==> src/rtl/rotary_debounce.sv <==
// -----------------------------------------------------------------------------
// rotary_debounce
//
// Conditions the rotary encoder pins before they reach the quadrature decoder.
// Each of the three raw pins (A, B, push) gets its own 2-flop synchroniser,
// its own stability counter and its own debounced output register. The
// channels do not interact. The push channel also produces a one-cycle pulse
// on each debounced press (0->1).
//
// Parameters
//   STABLE_CYCLES : consecutive synchronised cycles an input must disagree
//                   with its debounced output before that output flips (>=1)
//   CNT_W         : counter width, derived from STABLE_CYCLES (do not override)
//
// Ports
//   clk             : system clock, all registers on its rising edge
//   reset           : synchronous, active-high reset
//   rotary_a_raw    : encoder channel A pin (asynchronous)
//   rotary_b_raw    : encoder channel B pin (asynchronous)
//   rotary_push_raw : encoder push switch pin (asynchronous, active-high)
//   rotary_inc_a    : debounced channel A (registered)
//   rotary_inc_b    : debounced channel B (registered)
//   rotary_push     : debounced push level (registered)
//   push_pressed    : one-cycle pulse per debounced press (registered)
// -----------------------------------------------------------------------------
module rotary_debounce #(
    parameter int STABLE_CYCLES = 100000,
    parameter int CNT_W         = $clog2(STABLE_CYCLES + 1)
) (
    input  logic clk,
    input  logic reset,
    input  logic rotary_a_raw,
    input  logic rotary_b_raw,
    input  logic rotary_push_raw,
    output logic rotary_inc_a,
    output logic rotary_inc_b,
    output logic rotary_push,
    output logic push_pressed
);

    localparam logic [CNT_W-1:0] TERM_CNT = CNT_W'(STABLE_CYCLES - 1);

    // Channel order: 0 = A, 1 = B, 2 = push.
    logic [2:0] raw_pins;
    logic [2:0] deb_q;   // debounced levels, current
    logic [2:0] deb_d;   // debounced levels, next

    assign raw_pins = {rotary_push_raw, rotary_b_raw, rotary_a_raw};

    genvar gi;
    generate
        for (gi = 0; gi < 3; gi++) begin : g_chan
            logic             s1_q, s1_d;
            logic             s2_q, s2_d;
            logic             out_q, out_d;
            logic [CNT_W-1:0] cnt_q, cnt_d;

            always_comb begin
                s1_d  = raw_pins[gi];
                s2_d  = s1_q;
                out_d = out_q;
                cnt_d = '0;
                // Any agreement between s2 and out clears the count, so a
                // bounce shorter than STABLE_CYCLES never reaches out.
                if (s2_q != out_q) begin
                    if (cnt_q == TERM_CNT) begin
                        out_d = s2_q;
                    end else begin
                        cnt_d = cnt_q + 1'b1;
                    end
                end
            end

            always_ff @(posedge clk) begin
                if (reset) begin
                    s1_q  <= 1'b0;
                    s2_q  <= 1'b0;
                    out_q <= 1'b0;
                    cnt_q <= '0;
                end else begin
                    s1_q  <= s1_d;
                    s2_q  <= s2_d;
                    out_q <= out_d;
                    cnt_q <= cnt_d;
                end
            end

            assign deb_q[gi] = out_q;
            assign deb_d[gi] = out_d;
        end
    endgenerate

    // Pulse register fires on the same edge the push output rises, so the
    // pulse is coincident with the first cycle of rotary_push high.
    logic push_pressed_q, push_pressed_d;

    assign push_pressed_d = ~deb_q[2] & deb_d[2];

    always_ff @(posedge clk) begin
        if (reset) begin
            push_pressed_q <= 1'b0;
        end else begin
            push_pressed_q <= push_pressed_d;
        end
    end

    assign rotary_inc_a = deb_q[0];
    assign rotary_inc_b = deb_q[1];
    assign rotary_push  = deb_q[2];
    assign push_pressed = push_pressed_q;

endmodule

==> config.mk <==
export PLATFORM = sky130hd
export DESIGN_NAME = rotary_debounce
export DESIGN_NICKNAME = d
export VERILOG_FILES = /design/src/rtl/rotary_debounce.sv
export SDC_FILE = /design/constraint.sdc
export NUM_CORES = 1
export LEC_CHECK = 0
export ABC_AREA = 1
export CAP_MARGIN = 20
export CORE_MARGIN = 2
export CORE_UTILIZATION = 53
export DETAILED_ROUTE_END_ITERATION = 12
export PLACE_DENSITY = 0.7
export SETUP_SLACK_MARGIN = 0.4
export SYNTH_ARGS = -nofsm -noshare
export SYNTH_HDL_FRONTEND = slang
export SYNTH_SLANG_ARGS = --single-unit
==> constraint.sdc <==
create_clock -name clk -period 3.6 [get_ports clk]
set_input_delay 0.72 -clock clk [delete_from_list [all_inputs] [get_ports clk]]
set_output_delay 0.72 -clock clk [all_outputs]
set_load 0.01 [all_outputs]
# After elaboration in Yosys (flattened, before gate mapping)
# Cells that the tools add are included.
# W data, S select, Z words.
[classes] n_eq_ne=6 n_mux=2 n_addsub=3 bitwise=5 reduce_logical=5
[ops] cell="$add A17 B1 Y17 const B" count=3
[ops] cell="$eq A17 B17 Y1 const B" count=3
[ops] cell="$reduce_or A3 Y1" count=3
[ops] cell="$not A1 Y1" count=4
[ops] cell="$reduce_and A2 Y1" count=2
[ops] cell="$ne A1 B1 Y1" count=3
[ops] cell="$mux W1" count=2
[ops] cell="$and A1 B1 Y1" count=1
[word_totals] out_inout_bits=4 regBits=61 wordCells=34

# Logic depth before layout (Yosys ltp)
# Gate-level depths: netlist of the first run.
[logic_depth] ltp_word=4 mapped_depth=9 depth_no_buf=9

# Least setup slack after synthesis of the first run
# Ideal clock, no wire load.
[synth_path] kind="input -> register" from="input reset" to="register g_chan[1].cnt_q[14]" arrival_time_ns=1.444 t_required_ns=3.534 setup_ns=0.066 stages=6 setup_slack_ns=2.090 path_buffers=2 cell_sequence="buf_2 -> nor2_1 -> nand2_1 -> o21bai_4 -> buf_6 -> a21oi_2"
[synth_between] elab_chain_len=1
[synth_lines] element="start: declaration" line_no="31" source="input logic reset,"
[synth_lines] element="$reduce_or A3 Y1 (no source line)"
[synth_lines] element="end signal: assignment" line_no="84" source="cnt_q <= cnt_d;"
[synth_lines] element="end: declaration" line_no="56" source="logic [CNT_W-1:0] cnt_q, cnt_d;"
# Every way passes these cells.
# A chain may end at the register's enable or synchronous reset.

# Worst setup path in the final report of the first run
[layout_path] from="register g_chan[2].out_q (netlist: rotary_push)" to="output rotary_push"
[layout_lines] element="start: declaration" line_no="55" source="logic out_q, out_d;"
[layout_lines] element="start signal: assignment" line_no="83" source="out_q <= out_d;"
[layout_lines] element="end: declaration" line_no="37" source="output logic rotary_push,"
# No word-level cell between the ends.

==> reports/results.ini, run 1 <==
[layout]
fill_cells=538
seq_area_sq_mm=0.00122
n_antenna_cell=0
multi_input_area_sq_mm=0.00161
design_area_sq_mm=0.00347
nNetsFinal=481
drive_gt1_frac=0.105
area_growth_pct=11.4
final_core_util=0.620

[global_route]
grt_max_degree=17
antenna_found_initial=0
gr-total-overflow=0
grt_pass1_wl_mm=10.4
grt_pass1_vias=2465
track_usage=0.202

[cts]
cts.path.max_buffers=2
clock_latency_ns=0.33
cts_buffers=9
cts_setup_buffers=0
cts.clk_slew.worst_paths_ns=0.07
clock-sinks=61
cts_tree=done
h-tree-depth=3
ctsResizeCount=0
cts_root_buf=clkbuf_8
ctsHoldBuffers=0

[power]
p_leak_nw=1.22
power_density_mw_per_mm2=399
power_w=0.00139
ir_drop_uv=255

[sta]
setup_viol=0
fin_skew_ns=0.00820
maxSlewViolCount=0
rsz0062_at_grt=false
hold_viol_final=0
clock.fmax_mhz=497
period_share=0.559
finalSetupTns_ns=0
timing.slew.headroom=0.655
worstMarginPinSlew_ns=0.517
fin_crit_ns=2.01
holdWs_ns=0.402

[min_path]
hp-class=reg -> reg

[critical_path]
critical_path_class=reg -> out
endpoint=rotary_push
crit_slowest_cell=clkdlybuf4s50_1
crit_family=buffers and inverters
crit_arrival_ns=1.29
worstSetupStartpointType=flip-flop
critPathLaunch=rotary_push
end_kind=output pin
worstReg2RegStart=g_chan[1].cnt_q[0]
crit_chain=clkdlybuf4s50_1
cp.required_ns=2.88
ff2ff_setup_slack_ns=1.96
cp.buffers_inverters=1
crit_fanout=5
rr_endpoint=g_chan[1].cnt_q[8]
critical_path.max_stage_delay_ns=0.57
crit_cells=1
reg2regPathDepth=6

[detailed_routing]
routed_wl_mm=5.83
vias_per_cell=4.89
drcViolationCount=0
drtIter0Drc=122
wire_per_inst_um=10.6
ant_nets=0
dr.pass1.iters=5
vias=2691

[die]
initial_core_util=0.556
die_h_um=80.7
ios=9
die-area_sq_mm=0.00651
fp.dieW_um=80.7
core_area_sq_mm=0.00561
fp-row-count=27

[logic_synthesis]
syn_inst=458
ys_types=25
syn-num-nets=466
synth_area_per_cell_sq_um=6.81
yosysWarnings=0
synth_seq_cells=61
ys_seq_area_frac=0.392
syn-cell-area_sq_mm=0.00312

[flow_run]
drv_cap=0

[placed_design]
place_congestion=0.902
port_buffers=8
placed_cell_area_sq_mm=0.00325
dp_hpwl_mm=4.29

[outcome]
status=completed

==> synthesized netlist by cell type <==
master / count / area share
nand3_1: 27 / 0.043
ha_1: 3 / 0.012
a21oi_1: 21 / 0.034
nor3_1: 3 / 0.0048
nand3b_1: 1 / 0.0024
or2_2: 2 / 0.0040
dfxtp_1: 61 / 0.39
o21ai_0: 8 / 0.013
nor2_1: 89 / 0.11
nand2_1: 109 / 0.13
o21bai_4: 1 / 0.0060
or2_0: 5 / 0.010
xor2_1: 12 / 0.034
inv_2: 2 / 0.0024
nand3_2: 4 / 0.013
nor2_4: 6 / 0.022
xnor2_1: 6 / 0.017
nand3_4: 1 / 0.0056
nor2_2: 13 / 0.026
a21oi_2: 1 / 0.0028
buf_6: 3 / 0.011
nand4_1: 9 / 0.018
buf_2: 1 / 0.0016
nand2_2: 5 / 0.010
inv_1: 65 / 0.078
==> metal layers <==
layer,part of all wire,track usage
met1,0.52,0.277
met5,0,0
met2,0.43,0.310
met4,0.013,0.0797
met3,0.040,0.0427
==> how the worst min path moves through the flow <==
| stage | slack (ns) | cells past startpoint | endpoint | from |
|---|---|---|---|---|
| finish | 0.40 | 2 | g_chan[0].s2_q | g_chan[0].s1_q |
| global route | 0.42 | 2 | g_chan[0].s2_q | g_chan[0].s1_q |
| CTS | 0.40 | 2 | g_chan[0].s2_q | g_chan[0].s1_q |
| detailed placement | 0.40 | 2 | g_chan[0].s2_q | g_chan[0].s1_q |
| global placement | 0.39 | 2 | g_chan[0].s2_q | g_chan[0].s1_q |
| floorplan | 0.39 | 2 | g_chan[0].s2_q | g_chan[0].s1_q |
==> per-stage QoR <==
step / setup slack [ns] / instances
floorplan: 2.09 / 458
finish: 1.59 / 550
detailed placement: 1.47 / 534
global route: 1.54 / 550
CTS: 1.57 / 550
global placement: 1.50 / 534
==> worst min-delay path, stage by stage (launching register included) <==
cell and delay [ns]:
dfxtp_1 0.30, inv_1 0.04, nor2_1 0.03
==> registers in the layout, indices dropped and copies added (netlist names) <==
register / cells
rotary_inc_b: 1
g_chan.cnt_q: 51
rotary_inc_a: 1
g_chan.s1_q: 3
push_pressed: 1
rotary_push: 1
g_chan.s2_q: 3
==> placed cells by master, fill, tap and decap left out, types with 2 or more instances in the layout <==
cell type / count
a21oi_1: 21
bufinv_16: 2
clkbuf_8: 11
clkdlybuf4s50_1: 8
clkinv_2: 2
dfxtp_1: 61
ha_1: 3
inv_1: 65
inv_2: 2
nand2_1: 109
nand2_2: 5
nand3_1: 27
nand3_2: 4
nand4_1: 9
nor2_1: 89
nor2_2: 13
nor2_4: 6
nor3_1: 3
o21ai_0: 8
or2_0: 5
or2_2: 2
xnor2_1: 6
xor2_1: 12
==> logic make-up (layout without fill, tap and decap cells) <==
family / Yosys count / in the layout / synth area share
buffers and inverters: 71 / 91 / 0.0931
AOI/OAI and AO/OA: 31 / 31 / 0.0554
DFF: 61 / 61 / 0.392
adders and majority gates: 3 / 3 / 0.0120
and+or+nand+nor: 274 / 274 / 0.397
xor gates and xnor gates: 18 / 18 / 0.0506
==> cell type report <==
class	instances	area share
multi-input combinational	326	0.462
sequential	61	0.351
inverter	67	0.0724
clock buffer	12	0.0447
tap	72	0.0259
timing repair buffer	8	0.0230
clock inverter	4	0.0202
==> report_power, final <==
| part | switching, W | total [W] | internal, W |
|---|---|---|---|
| Clock | 0.000259 | 0.000685 | 0.000426 |
| Sequential | 0.00000250 | 0.000681 | 0.000679 |
| Combinational | 0.0000114 | 0.0000193 | 0.00000792 |
| Total | 0.000273 | 0.00139 | 0.00111 |
(Power assumes the default switching activity.)
==> run 2: changes to the inputs <==
Clock period 3.6 ns to 2 ns, I/O delays scaled along.
==> run 2 against run 1 <==
  * Die area did not move
  * Via count rose by 0.78%
  * Critical path depth rose by 6
  * Clock-buffer cell count did not move
  * Worst hold slack improved by 0.0045 ns
  * Non-clock buffer count rose by 2
  * Utilization rose by 0.94 points
  * Power rose by 81%
  * Register-to-register slack got worse by 1.4 ns
  * Highest routed layer unchanged
==> reports/results.ini, run 2 (same netlist as run 1, synthesis figures left out) <==
[power]
ir_drop_uv=458
pwr-share-clk=0.495
power_density_mw_per_mm2=711
pwr-share-comb=0.016
p_switching_w=0.000501
p_int_w=0.00201
sw_frac_of_total=0.200
seqPwrFrac=0.489
p_leak_nw=1.27

[detailed_routing]
wire_per_inst_um=10.9
routed_wl_mm=6.03
ant_nets=0
vias_per_cell=4.90
dr.pass1.iters=5
drcViolationCount=0
wl_met3_um=199
wl_met2_mm=2.61
top_layer=met4
drtIter0Drc=136
drt-met1-wl_mm=3.13
vias=2712

[sta]
fin_crit_ns=1.49
rsz0062_at_grt=false
worstMarginPinSlew_ns=0.371
finalSetupTns_ns=0
maxSlewViolCount=0
fin_skew_ns=0.00699
period_share=0.743
setup_viol=0
holdWs_ns=0.407
clock.fmax_mhz=673
hold_viol_final=0
timing.slew.headroom=0.752

[layout]
seq_area_sq_mm=0.00122
regMostFlops=g_chan.cnt_q
n_antenna_cell=0
mostFrequentLayoutCell=nand2_1
drive_gt1_frac=0.116
layout_common_cells=nand2_1, nor2_1, inv_1
multi_input_area_sq_mm=0.00163
largest_register_ffs=51
nNetsFinal=484
area_growth_pct=13.1
reg.largest.list=g_chan.cnt_q (51), g_chan.s1_q (3), g_chan.s2_q (3)
fill_cells=534

[global_route]
grt_max_degree=17
grt_pass1_vias=2477
antenna_found_initial=0
gr-total-overflow=0
grt_pass1_wl_mm=10.4
track_usage=0.204

[cts]
clock-sinks=61
cts.clk_slew.worst_paths_ns=0.07
cts_buffers=9
cts.path.max_buffers=2
cts_tree=done
cts_root_buf=clkbuf_8
clock_latency_ns=0.33
h-tree-depth=3

[critical_path]
crit_fanout=12
cp.required_ns=2.22
crit_arrival_ns=1.70
rr_endpoint=g_chan[1].cnt_q[8]
worstReg2RegStart=g_chan[1].cnt_q[0]
ff2ff_setup_slack_ns=0.51
critical_path_class=reg -> reg
reg2regPathDepth=7
worstSetupStartpointType=flip-flop
end_kind=flip-flop

[outcome]
status=completed

[placed_design]
dp_hpwl_mm=4.29
place_congestion=0.902
port_buffers=8

[die]
fp-row-count=27
die_h_um=80.7
die-area_sq_mm=0.00651
fp.dieW_um=80.7
initial_core_util=0.556
ios=9
core_area_sq_mm=0.00561

[flow_run]
drv_cap=0

[min_path]
hold_path_end=g_chan[0].s2_q
hold_depth=2
hold_start=g_chan[0].s1_q
hp-class=reg -> reg

## run 2: changes by cell type in the layout (fill, tap and decap cells not counted), sizes merged
cell           before  now
nand2             114  115
dlymetal6s2s        0    1
buf                 0    2
clkdlybuf4s50       8    4
dlygate4sd2         0    3
## run 2: layout make-up
type                    instances  area share
multi-input cells             327       0.463
flip-flops and latches         61       0.346
inverters                      67      0.0713
clock buffers                  12      0.0440
repair buffers                 10      0.0302
well taps                      72      0.0255
clock inverters                 4      0.0199
## run 2: repair_timing
action                     in CTS  in global routing
gates resized for setup         3                  6
cloned                          0                  1
pin swaps                       1                  1
setup endpoints to repair      15                 33
hold buffers                    0                  0
setup buffers                   2                  0
## run 2: worst max-delay path, stage by stage, from the launching register on
cell and delay [ns]:
dfxtp_1 0.39, ha_1 0.24, nand2_2 0.08, nor2_4 0.15, nand3_2 0.12, o21bai_4 0.18
buf_12 0.16, a21oi_1 0.05
## run 2: power groups by stage
stage	clock [W]	combinational [W]	sequential (W)
finish	0.00124	0.0000399	0.00123
global route	0.00131	0.0000453	0.00123
CTS	0.00126	0.0000385	0.00123
detailed placement	0	0.0000355	0.00125
global placement	0	0.0000349	0.00125
floorplan	0	0.0000257	0.00125
## run 2: metal layers
metal	up-vias	GRT usage
met5	-	0
met4	0	0.0814
met3	8	0.0427
met2	43	0.316
met1	1211	0.278
li1	1450	-
## run 2: per-stage QoR
| stage | total power (W) | instance area, sq um | util | worst slack, ns | cells |
|---|---|---|---|---|---|
| 6_report | 0.00251 | 3530 | 0.629 | 0.514 | 553 |
| 5_1_grt | 0.00258 | 3530 | 0.629 | 0.400 | 553 |
| 4_1_cts | 0.00252 | 3500 | 0.624 | 0.412 | 552 |
| 3_3_place_gp | 0.00129 | 3250 | 0.579 | 0.222 | 534 |
| 2_1_floorplan | 0.00128 | 3120 | - | 0.626 | 458 |
| 3_5_place_dp | 0.00129 | 3250 | 0.579 | 0.193 | 534 |
## run 2: worst max-delay path by stage
stage                  startpoint                  end  slack [ns]  cells past startpoint
2_1_floorplan  g_chan[1].cnt_q[0]  g_chan[1].cnt_q[12]        0.63                      7
3_3_place_gp                reset  g_chan[1].cnt_q[14]        0.22                      5
3_5_place_dp                reset   g_chan[1].cnt_q[9]        0.19                      5
4_1_cts              push_pressed         push_pressed        0.41                      1
5_1_grt                     reset  g_chan[1].cnt_q[10]        0.40                      6
6_report       g_chan[1].cnt_q[0]   g_chan[1].cnt_q[8]        0.51                      7
